<file path="config.mk">
export PLATFORM = sky130hd
export DESIGN_NAME = snake_sprite_ctrl_flat
export DESIGN_NICKNAME = d
export VERILOG_FILES = /design/src/rtl/snake_gfx_pkg.sv /design/src/rtl/snake_sprite_ctrl_if.sv /design/src/rtl/snake_sprite_ctrl_anim_sched.sv /design/src/rtl/snake_sprite_ctrl.sv /design/src/flat_wrapper.sv
export SDC_FILE = /design/constraint.sdc
export NUM_CORES = 1
export LEC_CHECK = 0
export CAP_MARGIN = 20
export CORE_UTILIZATION = 40
export CTS_CLUSTER_SIZE = 16
export DETAILED_ROUTE_END_ITERATION = 10
export PLACE_DENSITY = 0.8
export SLEW_MARGIN = 20
export SYNTH_ARGS = -nofsm -noshare
export SYNTH_HDL_FRONTEND = slang
export SYNTH_SLANG_ARGS = --single-unit
</file>
<file path="constraint.sdc">
create_clock -name Clk -period 2.01 [get_ports Clk]
set_input_delay 0.402 -clock Clk [delete_from_list [all_inputs] [get_ports Clk]]
set_output_delay 0.402 -clock Clk [all_outputs]
set_load 0.01 [all_outputs]
</file>
<file path="src/rtl/snake_gfx_pkg.sv">
// Shared types and constants for the snake-head sprite datapath.
//   dir_t           : head direction encoding (matches the dir_in port coding)
//   rgb12_t         : 4:4:4 colour triple
//   TRANSPARENT_IDX : palette index that lets the background show through
package snake_gfx_pkg;

  typedef enum logic [1:0] {
    UP    = 2'd0,
    DOWN  = 2'd1,
    LEFT  = 2'd2,
    RIGHT = 2'd3
  } dir_t;

  localparam int SPRITE_W_DEF = 16;
  localparam int SPRITE_H_DEF = 16;

  localparam logic [3:0] TRANSPARENT_IDX = 4'd0;

  typedef struct packed {
    logic [3:0] r;
    logic [3:0] g;
    logic [3:0] b;
  } rgb12_t;

endpackage

</file>
<file path="src/rtl/snake_sprite_ctrl_if.sv">
// Bus between the sprite controller and the external sprite ROMs / palettes.
//   rom_addr   : address presented to every sprite ROM (registered)
//   sprite_sel : {dir, frame}, picks which ROM output / palette is returned
//   pal_index  : selected ROM output, one cycle after rom_addr
//   pal_*      : palette colour for pal_index, combinational
// master = controller side, slave = ROM/palette side.
interface snake_sprite_if #(
  parameter int ROM_AW = 8
);

  logic [ROM_AW-1:0] rom_addr;
  logic [2:0]        sprite_sel;
  logic [3:0]        pal_index;
  logic [3:0]        pal_red;
  logic [3:0]        pal_green;
  logic [3:0]        pal_blue;

  modport master (
    output rom_addr, sprite_sel,
    input  pal_index, pal_red, pal_green, pal_blue
  );

  modport slave (
    input  rom_addr, sprite_sel,
    output pal_index, pal_red, pal_green, pal_blue
  );

endinterface

</file>
<file path="src/rtl/snake_sprite_ctrl_anim_sched.sv">
// Animation scheduler: counts frame_start pulses, toggles the animation
// frame every ANIM_DIV pulses and latches the head direction once per frame.
//   Clk, Reset  : clock, synchronous active-high reset
//   frame_start : one-cycle pulse at start of vertical blank
//   pause       : holds the counter and frame bit (direction still latches)
//   dir_in      : requested direction
//   sprite_sel  : {dir_q, anim_frame}
//   anim_frame  : current animation frame bit
module anim_sched
  import snake_gfx_pkg::*;
#(
  parameter int ANIM_DIV = 8
) (
  input  logic       Clk,
  input  logic       Reset,
  input  logic       frame_start,
  input  logic       pause,
  input  dir_t       dir_in,
  output logic [2:0] sprite_sel,
  output logic       anim_frame
);

  localparam int CNT_W = (ANIM_DIV > 1) ? $clog2(ANIM_DIV) : 1;
  localparam logic [CNT_W-1:0] CNT_LAST = CNT_W'(ANIM_DIV - 1);

  logic [CNT_W-1:0] frame_cnt;
  dir_t             dir_q;

  always_ff @(posedge Clk) begin
    if (Reset) begin
      frame_cnt  <= '0;
      anim_frame <= 1'b0;
      dir_q      <= DOWN;
    end else if (frame_start) begin
      // Direction updates only here so the sprite never changes mid-frame.
      dir_q <= dir_in;
      if (!pause) begin
        if (frame_cnt == CNT_LAST) begin
          frame_cnt  <= '0;
          anim_frame <= ~anim_frame;
        end else begin
          frame_cnt <= frame_cnt + 1'b1;
        end
      end
    end
  end

  assign sprite_sel = {dir_q, anim_frame};

endmodule

</file>
<file path="src/rtl/snake_sprite_ctrl.sv">
// Snake-head sprite compositor. Hit-tests each pixel against the sprite box,
// addresses the sprite ROM, and overlays the palette colour on the
// background. Three register stages: address, ROM read, output colour.
//   Clk, Reset            : clock, synchronous active-high reset
//   frame_start, pause    : animation control
//   dir_in                : requested head direction
//   head_x, head_y        : sprite top-left
//   DrawX, DrawY, blank   : VGA pixel position, blank=1 means active video
//   bg_red/green/blue     : background colour for this pixel
//   rom                   : ROM/palette bus (master side)
//   red, green, blue      : registered output colour
module snake_sprite_ctrl
  import snake_gfx_pkg::*;
#(
  parameter int SPRITE_W = SPRITE_W_DEF,
  parameter int SPRITE_H = SPRITE_H_DEF,
  parameter int ANIM_DIV = 8,
  parameter int ROM_AW   = 8
) (
  input  logic        Clk,
  input  logic        Reset,
  input  logic        frame_start,
  input  logic        pause,
  input  logic [1:0]  dir_in,
  input  logic [9:0]  head_x,
  input  logic [9:0]  head_y,
  input  logic [9:0]  DrawX,
  input  logic [9:0]  DrawY,
  input  logic        blank,
  input  logic [3:0]  bg_red,
  input  logic [3:0]  bg_green,
  input  logic [3:0]  bg_blue,
  snake_sprite_if.master rom,
  output logic [3:0]  red,
  output logic [3:0]  green,
  output logic [3:0]  blue
);

  localparam int COL_W = $clog2(SPRITE_W);
  localparam int ROW_W = $clog2(SPRITE_H);

  logic anim_frame;

  anim_sched #(.ANIM_DIV(ANIM_DIV)) u_anim_sched (
    .Clk         (Clk),
    .Reset       (Reset),
    .frame_start (frame_start),
    .pause       (pause),
    .dir_in      (dir_t'(dir_in)),
    .sprite_sel  (rom.sprite_sel),
    .anim_frame  (anim_frame)
  );

  // Stage 0: hit test in 11 bits so head_x + SPRITE_W past 1023 cannot wrap.
  logic [10:0]       x11, y11, hx11, hy11;
  logic              hit;
  logic [COL_W-1:0]  col;
  logic [ROW_W-1:0]  row;
  logic [ROM_AW-1:0] addr_d;

  always_comb begin
    x11  = {1'b0, DrawX};
    y11  = {1'b0, DrawY};
    hx11 = {1'b0, head_x};
    hy11 = {1'b0, head_y};
    hit  = (x11 >= hx11) && (x11 < hx11 + 11'(SPRITE_W)) &&
           (y11 >= hy11) && (y11 < hy11 + 11'(SPRITE_H));
    // Only the low bits matter; the difference modulo sprite size is exact.
    col    = DrawX[COL_W-1:0] - head_x[COL_W-1:0];
    row    = DrawY[ROW_W-1:0] - head_y[ROW_W-1:0];
    addr_d = hit ? ROM_AW'({row, col}) : '0;
  end

  // Stage 1 and 2: address out, sideband delayed to meet the ROM read data.
  logic   hit_q1, blank_q1, hit_q2, blank_q2;
  rgb12_t bg_q1, bg_q2;

  always_ff @(posedge Clk) begin
    if (Reset) begin
      rom.rom_addr <= '0;
      hit_q1       <= 1'b0;
      blank_q1     <= 1'b0;
      bg_q1        <= '0;
      hit_q2       <= 1'b0;
      blank_q2     <= 1'b0;
      bg_q2        <= '0;
    end else begin
      rom.rom_addr <= addr_d;
      hit_q1       <= hit;
      blank_q1     <= blank;
      bg_q1        <= '{r: bg_red, g: bg_green, b: bg_blue};
      hit_q2       <= hit_q1;
      blank_q2     <= blank_q1;
      bg_q2        <= bg_q1;
    end
  end

  // Stage 3: composite. Zeroed blank regs after reset force black until
  // fresh pixels reach this stage, so no partial sprite colour leaks out.
  rgb12_t pix_q;

  always_ff @(posedge Clk) begin
    if (Reset) begin
      pix_q <= '0;
    end else if (!blank_q2) begin
      pix_q <= '0;
    end else if (hit_q2 && (rom.pal_index != TRANSPARENT_IDX)) begin
      pix_q <= '{r: rom.pal_red, g: rom.pal_green, b: rom.pal_blue};
    end else begin
      pix_q <= bg_q2;
    end
  end

  assign red   = pix_q.r;
  assign green = pix_q.g;
  assign blue  = pix_q.b;

  // anim_frame is also carried in sprite_sel; kept as a named probe point.
  logic unused_ok;
  assign unused_ok = anim_frame;

endmodule

</file>
<file path="src/flat_wrapper.sv">
// flat-port wrapper written by rule: the top's interface ports become plain ports
module snake_sprite_ctrl_flat import snake_gfx_pkg::*;
#(
  parameter int SPRITE_W = SPRITE_W_DEF,
  parameter int SPRITE_H = SPRITE_H_DEF,
  parameter int ANIM_DIV = 8,
  parameter int ROM_AW   = 8
)
  (Clk, Reset, frame_start, pause, dir_in, head_x, head_y, DrawX, DrawY, blank, bg_red, bg_green, bg_blue, red, green, blue, rom_rom_addr, rom_sprite_sel, rom_pal_index, rom_pal_red, rom_pal_green, rom_pal_blue);
  snake_sprite_if #(.ROM_AW(ROM_AW)) rom_i ();
  input  logic Clk;
  input  logic Reset;
  input  logic frame_start;
  input  logic pause;
  input  logic [1:0] dir_in;
  input  logic [9:0] head_x;
  input  logic [9:0] head_y;
  input  logic [9:0] DrawX;
  input  logic [9:0] DrawY;
  input  logic blank;
  input  logic [3:0] bg_red;
  input  logic [3:0] bg_green;
  input  logic [3:0] bg_blue;
  output logic [3:0] red;
  output logic [3:0] green;
  output logic [3:0] blue;
  output wire logic [$bits(rom_i.rom_addr)-1:0] rom_rom_addr;
  output wire logic [$bits(rom_i.sprite_sel)-1:0] rom_sprite_sel;
  input wire logic [$bits(rom_i.pal_index)-1:0] rom_pal_index;
  input wire logic [$bits(rom_i.pal_red)-1:0] rom_pal_red;
  input wire logic [$bits(rom_i.pal_green)-1:0] rom_pal_green;
  input wire logic [$bits(rom_i.pal_blue)-1:0] rom_pal_blue;
  assign rom_rom_addr = rom_i.rom_addr;
  assign rom_sprite_sel = rom_i.sprite_sel;
  assign rom_i.pal_index = rom_pal_index;
  assign rom_i.pal_red = rom_pal_red;
  assign rom_i.pal_green = rom_pal_green;
  assign rom_i.pal_blue = rom_pal_blue;
  snake_sprite_ctrl #(.SPRITE_W(SPRITE_W), .SPRITE_H(SPRITE_H), .ANIM_DIV(ANIM_DIV), .ROM_AW(ROM_AW)) u_core (.Clk(Clk), .Reset(Reset), .frame_start(frame_start), .pause(pause), .dir_in(dir_in), .head_x(head_x), .head_y(head_y), .DrawX(DrawX), .DrawY(DrawY), .blank(blank), .bg_red(bg_red), .bg_green(bg_green), .bg_blue(bg_blue), .rom(rom_i), .red(red), .green(green), .blue(blue));
endmodule
</file>
==> flow_summary.ini, run 1 <==
[status]
status = finished, final reports clean

[hold_path]
hp-start = u_core.bg_q1[6]$_SDFF_PP0_
min_path_type = reg -> reg
min_to = u_core.bg_q2[6]$_SDFF_PP0_
hold_depth = 1

[timing]
finalClockSkew_ns = 0.00818
hold_viol = 0
clock.fmax_ghz = 0.517
finalWorstSetupSlack_ns = 0.0772
min_period_ns = 1.93
slew_headroom_pct = 72.1
tightest_slew_ns = 0.419
post-route-period-util_pct = 96.2
timing.final.max_slew_violations = 0
setup_viol = 0

[synth]
syn_area_per_cell_um2 = 9.16
ys_warn_count = 0
yosysSeqAreaShare_pct = 40.4
yosysUniqueCellTypes = 39
syn_area_um2 = 2670
syn_inst = 292
ys_seq_elements = 54
synth-edff-count = 0
ys.flop_type = dfxtp_1
syn_nets = 405
synthArstFlopShare_pct = 0

[cts]
cts_tree = built
htreeDepth = 2
clk_pin_slew_ns = 0.10
numCtsBuffers = 5
root_buffer = clkbuf_8
cts_max_path_buffers = 2
insertion_delay_ns = 0.30
clkSinkCount = 54

[global_route]
track_usage_pct = 18.1
grt_remaining_overflow = 0
grt_pass1_wl_um = 10400
grt_max_degree = 22
grt_antenna_before_repair = 0
grt_pass1_vias = 2437

[power]
total_power_mw = 2.32
max-vdd-ir-drop_uv = 549
p_leak_nw = 1.88
cellPowerDensity_nw_per_um2 = 541

[layout]
antenna_cells = 0
final_cell_mix = clkdlybuf4s50_1, dfxtp_1, buf_4, nand2_1, nor2b_1
drive_gt1_share_pct = 22.4
fin_cells = 506
finalNetCount = 541
area_delta_synth_final_pct = 60.8
final_common_cell = clkdlybuf4s50_1
fin_area_um2 = 4300

[setup_path]
critPathLaunchType = input pin
crit_required_ns = 2.24
critPathLaunch = head_y[8]
r2r.worst_path.cells = 5
path_max_fanout = 5
cp.arrival_ns = 2.16
r2r-end = u_core.u_anim_sched.anim_frame$_SDFFE_PP0P_
critPathCaptureType = register
timing.rr.start = u_core.u_anim_sched.frame_cnt[0]$_SDFFE_PP0P_
path_class = in -> reg
reg2reg_slack_ns = 0.87

[placed_design]
io_buffers = 97
gp_congestion = 0.887
place_ws_ns = -0.650
dpl-instance-area_um2 = 3990
dp_cells = 489
dpl.hpwl_um = 4760

[floorplan]
die_area_um2 = 7020
io_pins = 98
die_h_um = 83.8
num_rows = 29
core_area_um2 = 6390
die_x_um = 83.8
start_util_pct = 41.9

[detailed_routing]
drt_pre_antenna_iters = 4
drc = 0
wl_um = 6330
drt-wirelength-per-cell_um = 12.5
drt_iter0_drc = 81
vias = 2414
vias_per_cell = 4.77
ant_nets = 0

[run]
max_cap_viol_count = 0
==> power breakdown <==
| part | total [mW] | internal (mW) | switching, mW | leakage (nW) |
|---|---|---|---|---|
| clock | 0.602 | 0.249 | 0.352 | 0.0408 |
| sequential | 1.11 | 1.11 | 0.00939 | 0.442 |
| combinational | 0.609 | 0.351 | 0.258 | 1.40 |
| total | 2.32 | 1.71 | 0.619 | 1.88 |
==> cells by family (layout without fill, tap and decap cells) <==
family / Yosys count / after routing / synth area share (%)
muxes: 1 / 1 / 0.374
buffers and inverters: 34 / 170 / 4.96
xor gates and xnor gates: 12 / 12 / 3.93
DFF: 54 / 54 / 40.4
adders and majority gates: 38 / 38 / 18.3
and+or+nand+nor: 101 / 102 / 19.5
AOI/OAI and AO/OA: 52 / 52 / 12.5
==> area by class of cell <==
cell class	instances	area [um^2]
clock buffer	5	68.8
clock inverter	3	23.8
fill	515	2090
inverter	27	101
multi-input combinational	205	1680
sequential	54	1080
tap	77	96.3
timing repair buffer	135	1250
==> flip-flops by register name, summed over array words and instances, names as in the netlist <==
name                            count
u_core.blank_q1                     1
u_core.hit_q1                       1
u_core.bg_q2                       12
u_core.green                        4
u_core.rom.rom_addr                 8
u_core.hit_q2                       1
u_core.u_anim_sched.anim_frame      1
u_core.bg_q1                       12
u_core.blue                         4
u_core.u_anim_sched.dir_q           2
u_core.red                          4
u_core.blank_q2                     1
u_core.u_anim_sched.frame_cnt       3
==> critical path: stages <==
cell	delay (ns)
clkdlybuf4s50_1	0.48
and3_4	0.19
nand3_1	0.10
xnor2_1	0.19
ha_1	0.25
nand2_1	0.06
a21o_1	0.17
nand4_4	0.15
a211oi_2	0.16
==> what timing repair did <==
item                       CTS  global route
buffers inserted             6             2
hold endpoints to repair     0             0
setup endpoints to repair    9             9
resized for setup           58            28
hold buffers                 0             0
cloned                       1             0
pin swaps                   25            25
==> cell usage after synthesis, types with 2 or more instances <==
cell type | count | share of area (%)
dfxtp_1 | 54 | 40
ha_1 | 36 | 17
nand2_1 | 33 | 4.6
nor2b_1 | 32 | 7.5
inv_1 | 27 | 3.8
a21oi_1 | 25 | 4.7
nor2_1 | 14 | 2.0
nand3_1 | 10 | 1.9
xnor2_1 | 10 | 3.3
o21ai_0 | 6 | 1.1
clkbuf_1 | 5 | 0.70
a211oi_1 | 3 | 0.84
a21o_1 | 3 | 0.84
and3_1 | 2 | 0.47
fa_1 | 2 | 1.5
nand2b_1 | 2 | 0.47
nand4_1 | 2 | 0.47
nor3_1 | 2 | 0.37
o2111ai_1 | 2 | 0.66
o21ai_1 | 2 | 0.37
xor2_1 | 2 | 0.66
==> stage by stage <==
step | utilization [%] | setup TNS (ns) | hold slack (ns)
after floorplan | - | 0 | 0.414
after global placement | 62.5 | -4.94 | 0.417
after detailed placement | 62.5 | -5.30 | 0.420
after CTS | 65.8 | 0 | 0.441
after global routing | 67.3 | -0.00712 | 0.453
final | 67.3 | 0 | 0.435
==> worst max-delay path by stage <==
stage                                                   end  slack (ns)  cells after the start
final                     u_core.rom.rom_addr[7]$_SDFF_PP0_        0.08                      9
after global routing      u_core.rom.rom_addr[7]$_SDFF_PP0_      -0.007                     10
after CTS                 u_core.rom.rom_addr[7]$_SDFF_PP0_     0.00005                     11
after detailed placement  u_core.rom.rom_addr[7]$_SDFF_PP0_       -0.65                     11
after global placement    u_core.rom.rom_addr[7]$_SDFF_PP0_       -0.61                     11
after floorplan           u_core.rom.rom_addr[7]$_SDFF_PP0_        0.02                      8
==> layer usage <==
| metal | wire length (um) | vias to the layer above | GRT usage, % | share of wire, % |
|---|---|---|---|---|
| li1 | - | 1256 | - | - |
| met1 | 2670 | 1053 | 21.1 | 42 |
| met2 | 3140 | 94 | 32.6 | 50 |
| met3 | 396 | 11 | 4.15 | 6.3 |
| met4 | 125 | 0 | 5.39 | 2.0 |
| met5 | 0 | - | 0 | 0 |
Note: power is estimated with default switching activity, not from simulation.
==> run 2: changes to the inputs <==
--- a/config.mk
+++ b/config.mk
@@ -6,10 +6,10 @@
 export NUM_CORES = 1
 export LEC_CHECK = 0
 export CAP_MARGIN = 20
-export CORE_UTILIZATION = 40
+export CORE_UTILIZATION = 45
 export CTS_CLUSTER_SIZE = 16
 export DETAILED_ROUTE_END_ITERATION = 10
-export PLACE_DENSITY = 0.8
+export PLACE_DENSITY = 0.85
 export SLEW_MARGIN = 20
 export SYNTH_ARGS = -nofsm -noshare
 export SYNTH_HDL_FRONTEND = slang
==> constraint.sdc (replaced) <==
create_clock -name Clk -period 2.1 [get_ports Clk]
set_input_delay 0.42 -clock Clk [delete_from_list [all_inputs] [get_ports Clk]]
set_output_delay 0.42 -clock Clk [all_outputs]
set_load 0.01 [all_outputs]
==> run 2 against run 1 <==
Net effect:
- cell count increased by 0.20%
- clock power is 5.6% lower
- largest power group unchanged
- sequential cell count is the same
- the run now ends with negative setup slack left
- non-clock buffer count is 6 higher
- first-iteration DRC count fell by 30%
- sequential power down 4%
- critical endpoint unchanged
==> flow_summary.ini, run 2 (synthesis results as in run 1) <==
[status]
status = finished with violations
violations = negative setup slack

[layout]
final_cell_mix = clkdlybuf4s50_1, dfxtp_1, buf_4, nand2_1, nor2b_1
finalNetCount = 547
num-fill-cells = 342
area_delta_synth_final_pct = 64.1
largestRegisters = u_core.bg_q1 (12), u_core.bg_q2 (12), u_core.rom.rom_addr (8)
fin_util_pct = 78.2
fin_area_um2 = 4390
drive_gt1_share_pct = 23.4
antenna_cells = 0
final_common_cell = clkdlybuf4s50_1

[setup_path]
crit_cells = 11
critPathLaunchType = input pin
reg2reg_slack_ns = 0.91
endpoint = u_core.rom.rom_addr[7]$_SDFF_PP0_
path_max_fanout = 5
r2r-end = u_core.red[1]$_SDFF_PP0_
slowest_delay_ns = 0.31
r2r.worst_path.cells = 3
crit_family = compound AO/OA/AOI/OAI gates
crit_required_ns = 2.31
timing.rr.start = u_core.hit_q2$_SDFF_PP0_
crit_buf_inv = 2
critPathCaptureType = register
cpMaxStageDelayCell = ha_1
path_class = in -> reg
cp.arrival_ns = 2.34
cp_common_cell = nand3_2
critPathLaunch = head_x[7]
path_cells = clkbuf_2 > inv_2 > nor3_4 > nand3_2 > xnor2_1 > ha_1 > a21oi_2 > nand3_2 > o21ai_4 > nand4_4 > a211oi_2

[detailed_routing]
vias = 2594
drt-wirelength-per-cell_um = 15.3
drt_iter0_drc = 57
ant_nets = 0
drt_pre_antenna_iters = 4
vias_per_cell = 5.12
drc = 0
wl_um = 7770

[cts]
cts_tree = built
numCtsBuffers = 5
root_buffer = clkbuf_8
cts_max_path_buffers = 2
clk_pin_slew_ns = 0.09
clkSinkCount = 54
insertion_delay_ns = 0.30
htreeDepth = 2

[timing]
hold_viol = 0
slew_headroom_pct = 70.4
post-route-period-util_pct = 101
tightest_slew_ns = 0.444
setup_viol = 1
finalClockSkew_ns = 0.00451
min_period_ns = 2.13
finalWorstSetupSlack_ns = -0.0295
clock.fmax_ghz = 0.470
finalSetupTns_ns = -0.0295
timing.final.max_slew_violations = 0

[global_route]
grt_max_degree = 26
grt_antenna_before_repair = 0
track_usage_pct = 24.6
grt_pass1_vias = 2698
grt_pass1_wl_um = 11900
grt_remaining_overflow = 0

[power]
max-vdd-ir-drop_uv = 386
cellPowerDensity_nw_per_um2 = 521
total_power_mw = 2.28
p_leak_nw = 1.90

[floorplan]
core_area_um2 = 5610
start_util_pct = 47.7
io_pins = 98
die_area_um2 = 6250
die_h_um = 79.1
die_x_um = 79.1
num_rows = 27

[placed_design]
dpl-instance-area_um2 = 3950
io_buffers = 97
gp_congestion = 0.890
dpl.hpwl_um = 5360

[hold_path]
min_path_type = reg -> reg

[run]
max_cap_viol_count = 0
==> run 2: cell types whose count changed in the layout (fill, tap and decap cells not counted), moves of 3 or more <==
| cell | delta |
|---|---|
| clkdlybuf4s50_1 | +8 |
| buf_2 | -4 |
| clkbuf_2 | +4 |
| dlymetal6s2s_1 | -4 |
| inv_1 | +4 |
| inv_2 | -4 |
| buf_6 | +3 |
| o21ai_0 | -3 |
==> run 2: stage by stage <==
stage	hold WS [ns]	setup WS [ns]	instances
after detailed placement	0.422	-0.633	485
after floorplan	0.414	0.0370	292
after global placement	0.417	-0.536	485
final	0.445	-0.0295	507
after CTS	0.445	0.00236	505
after global routing	0.463	-0.0790	507
==> run 2: worst min-delay path by stage <==
| stage | from | endpoint | slack, ns | cells past startpoint |
|---|---|---|---|---|
| finish | u_core.bg_q1[8]$_SDFF_PP0_ | u_core.bg_q2[8]$_SDFF_PP0_ | 0.44 | 1 |
| global route | u_core.bg_q1[6]$_SDFF_PP0_ | u_core.bg_q2[6]$_SDFF_PP0_ | 0.46 | 1 |
| CTS | u_core.bg_q1[6]$_SDFF_PP0_ | u_core.bg_q2[6]$_SDFF_PP0_ | 0.45 | 1 |
| detailed placement | u_core.bg_q1[8]$_SDFF_PP0_ | u_core.bg_q2[8]$_SDFF_PP0_ | 0.42 | 1 |
| global placement | u_core.bg_q1[0]$_SDFF_PP0_ | u_core.bg_q2[0]$_SDFF_PP0_ | 0.42 | 1 |
| floorplan | u_core.bg_q1[0]$_SDFF_PP0_ | u_core.bg_q2[0]$_SDFF_PP0_ | 0.41 | 1 |
==> run 2: layout make-up <==
| class | instances | area, um^2 | share of cell area, % |
|---|---|---|---|
| clock inverters | 3 | 23.8 | 0.542 |
| repair buffers | 141 | 1300 | 29.7 |
| inverters | 27 | 101 | 2.31 |
| multi-input cells | 205 | 1720 | 39.2 |
| flip-flops and latches | 54 | 1080 | 24.6 |
| well taps | 72 | 90.1 | 2.05 |
| clock buffers | 5 | 68.8 | 1.57 |
==> run 2: power breakdown <==
| group | total (mW) | internal (mW) | switching, mW |
|---|---|---|---|
| Combinational | 0.650 | 0.365 | 0.285 |
| Clock | 0.568 | 0.239 | 0.329 |
| Sequential | 1.07 | 1.06 | 0.00927 |
==> run 2: layer usage <==
metal | vias up | wire (um) | GRT usage (%)
met4 | 0 | 282 | 8.73
li1 | 1269 | - | -
met2 | 106 | 4260 | 49.5
met5 | - | 0 | 0
met3 | 24 | 431 | 4.83
met1 | 1195 | 2800 | 24.5
==> run 2: what timing repair did <==
action | in CTS | in global routing
gates resized for setup | 32 | 55
hold buffers | 0 | 0
gates cloned | 1 | 0
endpoints found under the setup margin | 9 | 9
buffers inserted | 11 | 2
endpoints found under the hold margin | 0 | 0
pin swaps | 18 | 19
==> variant, RTL diff (flow settings as in run 2) <==
Change the package constant `SPRITE_W_DEF` from 16 to 32.
--- a/src/rtl/snake_gfx_pkg.sv
+++ b/src/rtl/snake_gfx_pkg.sv
@@ -11,7 +11,7 @@
     RIGHT = 2'd3
   } dir_t;
 
-  localparam int SPRITE_W_DEF = 16;
+  localparam int SPRITE_W_DEF = 32;
   localparam int SPRITE_H_DEF = 16;
 
   localparam logic [3:0] TRANSPARENT_IDX = 4'd0;
Check against the original RTL: not equivalent (Yosys sat finds a counterexample within 4 cycles, from zero or initial values and one cycle with Reset high).
==> variant against run 2 <==
Register-to-register slack better by 0.07 ns. Wire length is 5.9% lower. Sequential cell count stayed put. Synthesized area is 2.5% higher. Design area is 3.2% higher. Largest power group unchanged. Clock power is 4.4% lower. Power is 0.93% higher. Worst setup slack better by 0.046 ns.
==> variant: results (changes against run 2) <==
[finish]
utilization_pct = 76.9  ; -1.3 points
layout-drive-gt1-share_pct = 28.7  ; +5.2 points
final-nonclk-buf-share_pct = 29.2  ; -0.53 points
seq_share_pct = 23.9  ; -0.76 points
diodes = 1  ; +1
clkCellAreaFrac_pct = 1.85  ; -0.26 points
multiInputGateArea_um2 = 1850  ; +7.7%
nets = 541  ; -1.1%

[yosys]
synth_cells = 284  ; -2.7%
synth_commonest_cells = dfxtp_1 (54), ha_1 (35), nand2_1 (31)
syn_nets = 396  ; -2.2%
synth.distinct_cells = 45  ; +15%
yosys.area_share.xor_xnor_pct = 3.84  ; -0.095 points
synth_compound_area_share_pct = 14.7  ; +2.2 points
synth_fa_ha_area_share_pct = 17.4  ; -0.90 points

[grt]
grt_start_max_net_pins = 24  ; -7.7%
grt_pass1_vias = 2546  ; -5.6%

[worst_setup_path]
crit_end = u_core.rom.rom_addr[0]$_SDFF_PP0_
crit_start = DrawY[5]
reg2reg_setup_slack_ns = 0.98  ; +0.07 ns
reg2reg_depth = 5  ; +2
timing.rr.end = u_core.u_anim_sched.anim_frame$_SDFFE_PP0P_
crit_slowest_cell = clkdlybuf4s50_1
slowest_delay_ns = 0.46  ; +0.15 ns

[sta]
relSlewSlack_pct = 72.5  ; +2.1 points
finClkSkew_ns = 0.00296  ; -0.00155 ns
worst_slack_ns = 0.0168  ; +0.0463 ns
min_period_over_period_pct = 99.2  ; -2.2 points

[pwr]
p_leak_uw = 0.00193  ; +1.9%
p_sw_share_pct = 27.6  ; +0.37 points

[placed_design]
place_congestion = 0.859  ; -3.5%
dpl_cell_area_um2 = 4070  ; +2.9%
place_ws_ns = -0.584  ; +0.0489 ns

[detailed_routing]
routed_wl_um = 7320  ; -5.9%
drtIter0Drc = 79  ; +39%

[min_path]
hold_start = u_core.bg_q1[2]$_SDFF_PP0_
hold_end = u_core.bg_q2[2]$_SDFF_PP0_

[clock_tree]
post_cts_resized = 77  ; +140%
post_cts_buffers = 6  ; -5

[outcome]
outcome = finished clean

-- variant: cell count changes after synthesis, sizes merged, moves of 2 or more --
cell	before	now
o21ai	8	2
a21o	3	5
nor2b	32	30
nand3b	1	3
nor3	2	10
a211oi	4	1
nand2	33	31
nor2	14	4
nand3	10	8
inv	27	25
-- variant: metal layers --
metal / part of all wire, % / global-route usage (%)
met1: 39 / 22.5
met5: 0 / 0
met4: 2.2 / 6.96
met3: 5.9 / 4.46
met2: 53 / 44.3
-- variant: per-stage QoR --
stage / total power [µW] / hold WS (ns)
after floorplan: 1350 / 0.414
after global placement: 1620 / 0.418
after detailed placement: 1650 / 0.427
after CTS: 2240 / 0.444
after global routing: 2420 / 0.454
final: 2310 / 0.443
-- variant: power groups by stage --
stage          sequential [µW]  combinational (µW)  clock, µW
6_report                  1070                 697        543
5_1_grt                   1070                 751        599
4_1_cts                   1070                 623        553
3_5_place_dp              1090                 556          0
3_3_place_gp              1090                 535          0
2_1_floorplan             1090                 256          0
